[src/rtl/pipeline_hazard_ctrl.sv]
// pipeline_hazard_ctrl
// Front-end sequencing around EX. It inserts a single bubble for a load-use pair,
// redirects and flushes on a taken branch in MEM, honours an external freeze,
// and keeps saturating counters of bubbles and redirects.
module pipeline_hazard_ctrl #(
  parameter int REG_W = 5,
  parameter int CNT_W = 16
) (
  input  logic             Clk,
  input  logic             Reset,
  input  logic             Freeze,
  input  logic [REG_W-1:0] IF_ID_rs,
  input  logic [REG_W-1:0] IF_ID_rt,
  input  logic             IF_ID_UsesRt,
  input  logic             ID_EX_MemRead,
  input  logic [REG_W-1:0] ID_EX_WriteReg,
  input  logic             MEM_Branch,
  input  logic             MEM_Zero,
  output logic             PCSrc,
  output logic             PCWrite,
  output logic             IF_ID_Write,
  output logic             IF_ID_Flush,
  output logic             ID_EX_Flush,
  output logic             EX_MEM_Flush,
  output logic [CNT_W-1:0] StallCount,
  output logic [CNT_W-1:0] FlushCount
);

  // state    | meaning
  // Run      | normal issue; load-use detection active
  // LuStall  | bubble sits in ID/EX; detection suppressed for one cycle
  typedef enum logic {
    Run     = 1'b0,
    LuStall = 1'b1
  } stateT;

  localparam logic [CNT_W-1:0] cntMax = '1;
  localparam logic [CNT_W-1:0] cntOne = {{(CNT_W-1){1'b0}}, 1'b1};

  stateT state;
  logic  taken;
  logic  loadUse;
  logic  rsHit;
  logic  rtHit;

  assign taken   = MEM_Branch & MEM_Zero;
  assign rsHit   = (IF_ID_rs == ID_EX_WriteReg);
  assign rtHit   = IF_ID_UsesRt & (IF_ID_rt == ID_EX_WriteReg);
  // $0 is hard-wired zero, so a load targeting it never creates a dependency.
  assign loadUse = ID_EX_MemRead & (ID_EX_WriteReg != '0) & (rsHit | rtHit);

  // State and event counters; a freeze holds everything, a taken branch overrides any stall.
  always_ff @(posedge Clk) begin
    if (Reset) begin
      state      <= Run;
      StallCount <= '0;
      FlushCount <= '0;
    end else if (!Freeze) begin
      if (taken) begin
        state <= Run;
        if (FlushCount != cntMax) FlushCount <= FlushCount + cntOne;
      end else if ((state == Run) && loadUse) begin
        state <= LuStall;
        if (StallCount != cntMax) StallCount <= StallCount + cntOne;
      end else begin
        state <= Run;
      end
    end
  end

  // Control outputs decoded from state and inputs in priority order.
  always_comb begin
    PCSrc        = 1'b0;
    PCWrite      = 1'b1;
    IF_ID_Write  = 1'b1;
    IF_ID_Flush  = 1'b0;
    ID_EX_Flush  = 1'b0;
    EX_MEM_Flush = 1'b0;
    if (Reset) begin
      PCWrite      = 1'b0;
      IF_ID_Write  = 1'b0;
      IF_ID_Flush  = 1'b1;
      ID_EX_Flush  = 1'b1;
      EX_MEM_Flush = 1'b1;
    end else if (Freeze) begin
      PCWrite     = 1'b0;
      IF_ID_Write = 1'b0;
    end else if (taken) begin
      PCSrc        = 1'b1;
      IF_ID_Flush  = 1'b1;
      ID_EX_Flush  = 1'b1;
      EX_MEM_Flush = 1'b1;
    end else if ((state == Run) && loadUse) begin
      PCWrite     = 1'b0;
      IF_ID_Write = 1'b0;
      ID_EX_Flush = 1'b1;
    end
  end

endmodule
[config.mk]
export PLATFORM = sky130hd
export DESIGN_NAME = pipeline_hazard_ctrl
export DESIGN_NICKNAME = d
export VERILOG_FILES = /design/src/rtl/pipeline_hazard_ctrl.sv
export SDC_FILE = /design/constraint.sdc
export NUM_CORES = 1
export LEC_CHECK = 0
export ABC_AREA = 0
export CORE_AREA = 4 4 69 71
export CTS_CLUSTER_DIAMETER = 150
export DETAILED_ROUTE_END_ITERATION = 16
export DIE_AREA = 0 0 73 75
export MAX_ROUTING_LAYER = met4
export PLACE_DENSITY_LB_ADDON = 0.05
export SYNTH_ARGS = -nofsm -noshare
export SYNTH_HDL_FRONTEND = slang
export SYNTH_SLANG_ARGS = --single-unit
[constraint.sdc]
create_clock -name Clk -period 2.5 [get_ports Clk]
set_input_delay 0.625 -clock Clk [delete_from_list [all_inputs] [get_ports Clk]]
set_output_delay 0.625 -clock Clk [all_outputs]
set_load 0.1 [all_outputs]
==> results_dict.tcl <==
set metrics [dict create \
    status "finished, final reports clean" \
    worstHoldStart "state" \
    synth_compound_gate_area_share_pct 8.92 \
    cts.clk_slew.worst_paths_ps 60 \
    synth_fa_ha_area_share_pct 1.38 \
    clock-root-buffer "clkbuf_8" \
    vias_per_cell 5.20 \
    htreeDepth 2 \
    async_flop_share_pct 0 \
    synth_cell_types 39 \
    cp-end-kind "primary output" \
    routabilityCongestion 0.814 \
    arrival_ps 1830 \
    top_level_ports 60 \
    hold_ws_ps 451 \
    dp_slack_ps -280 \
    p_leak_nw 1.11 \
    overflow 0 \
    final_cell_mix "47 x buf_4, 25 x dfxtp_1, 25 x nor2_1, 20 x nand2_1, 14 x nand3_1" \
    yosysWarnings 0 \
    max_freq_mhz 407 \
    diodes 0 \
    die-area_um2 5480 \
    wl_per_cell_um 12.8 \
    ant_nets 0 \
    layout_commonest_cell "buf_4" \
    layout.nets 313 \
    grt_max_degree 39 \
    rr_worst_depth 8 \
    max_slew.worst_pin.slew_ps 435 \
    critical_path.startpoint "IF_ID_rt[2]" \
    finalSetupViolations 0 \
    synth_top_family_by_area "simple AND/OR/NAND/NOR gates" \
    place_hpwl_um 3240 \
    synthSimpleGateAreaFrac_pct 34.6 \
    grt_pass1_vias 1579 \
    routed_wl_um 4370 \
    drc 0 \
    seq_power_share_pct 47.7 \
    hp-class "flop to flop" \
    synth_seq_cells 33 \
    grtUsageTotal_pct 17.2 \
    crit_path_start_kind "primary input" \
    hold_viol 0 \
    netlist_area_um2 1810 \
    period_minus_slack_ps 2460 \
    maxCapViolCount 0 \
    r2r-start "StallCount[0]" \
    vdd_drop_max_mv 0.224 \
    syn_inst 216 \
    rsz0062_at_grt "no" \
    drt-initial-drc-count 115 \
    synth_edf_count 0 \
    p_sw_uw 287 \
    share_comb_of_total_power_pct 16.5 \
    cts_made_buffers 5 \
    slew_violations 0 \
    worstPathRequired_ps 1880 \
    syn_avg_cell_area_um2 8.38 \
    maxSlewHeadroom_pct 70.8 \
    fin_skew_ps 6.81 \
    ys_seq_area_share_pct 36.5 \
    hold_buffers 0 \
    dr.pass1.iters 4 \
    start_util_pct 42.7 \
    insertion_delay_ps 280 \
    drive_gt1_share_pct 33.2 \
    critPathKind "primary input to primary output" \
    swShare_pct 25.8 \
    core.rowCount 24 \
    areaGrowthSynthToFinish_pct 44.4 \
    cellInternalPower_uw 824 \
    fillCellCount 411 \
    port_buffers 59 \
    grt_antenna_before_repair 0 \
    cts_tree "done" \
    dieHeight_um 75 \
    syn_nets 240 \
    die_x_um 73 \
    synth_ff_type "dfxtp_1" \
    holdPathStages 2 \
    core_um2 4230 \
    worst_slack_ps 44.1 \
    synth_xor_area_share_pct 12.6 \
    cp_max_fo 3 \
    clock_power_share_pct 35.8 \
    vias 1773 \
    cts.sinks 33 \
    grt_pass1_wl_um 7130 \
    clock_path_buffers 2 \
    synthMuxAreaShare_pct 2.56 \
    fin_crit_sh_pct 98.2 \
    power_density_nw_per_um2 425 \
]
## power by group through the flow
stage	Clock (mW)	Combinational [mW]	Sequential [mW]
6_report	0.398	0.183	0.530
4_1_cts	0.414	0.186	0.529
2_1_floorplan	0	0.0955	0.551
5_1_grt	0.448	0.194	0.529
3_3_place_gp	0	0.190	0.541
3_5_place_dp	0	0.190	0.541
## flip-flops by register name, summed over array words and instances (netlist names)
name        count
FlushCount     16
StallCount     16
state           1
## worst paths after layout
path / endpoint / slack [ps]
worst max-delay path: IF_ID_Write / 40
worst max register to register: StallCount[13] / 460
worst min register to register: state / 450
worst min-delay path: state / 450
## layer usage
metal	GRT usage [%]	part of all wire [%]	routed length (um)
met2	26.9	47	2040
met3	4.94	6.6	287
met1	20.6	45	1950
met4	7.38	2.2	97
met5	-	0	0
## cells by family (layout without fill, tap and decap cells)
| logic type | count (synthesis) | after routing |
|---|---|---|
| xor+xnor | 26 | 26 |
| flops | 33 | 33 |
| buf+inv | 10 | 83 |
| compound gates | 27 | 27 |
| simple gates | 114 | 114 |
| mux | 4 | 4 |
| fa+ha+maj | 2 | 2 |
## critical path, cell delays in order
cell	delay, ps
clkdlybuf4s15_1	180
xnor2_1	120
nand4_1	100
o22ai_2	80
and2_4	190
a211oi_4	320
buf_12	220
## cell type report
type	instances	area, um^2	share of cell area (%)
Timing Repair Buffer	75	649	24.9
Sequential cell	33	671	25.7
Tap cell	52	65.1	2.49
Inverter	1	3.75	0.144
Multi-Input combinational cell	173	1140	43.5
Clock buffer	7	86.3	3.30
## stage by stage
stage / setup TNS (ps) / instance area, um^2 / total power, mW / util, % / instances
final: 0 / 2610 / 1.11 / 61.7 / 341
after global routing: 0 / 2610 / 1.17 / 61.7 / 341
after CTS: 0 / 2630 / 1.13 / 62.1 / 341
after detailed placement: -1630 / 2540 / 0.731 / 60.0 / 332
after global placement: -1230 / 2540 / 0.731 / 60.0 / 332
after floorplan: -656 / 1860 / 0.647 / - / 216
## what timing repair did
item / CTS / global route
setup endpoints to repair: 5 / 5
resized for setup: 47 / 10
setup buffers: 2 / 0
pin swaps: 17 / 11
## synthesized netlist by cell type (3+ instances only)
cell type  count  area share, %
buf_4          3            1.2
nand4_1       11            3.8
or3_1          7            2.4
o21ai_0       12            3.3
xor2_1        12            5.8
and3_1         5            1.7
nand2_1       20            4.1
nor2_1        25            5.2
nor2b_1        6            2.1
nand3_1       14            3.9
or4_1          5            2.1
xnor2_1       14            6.8
and4_1         6            2.9
dfxtp_1       33             37
clkbuf_1       3           0.62
nor3_1         3           0.83
a21oi_1       11            3.0
Power figures use the tool's default switching activity.
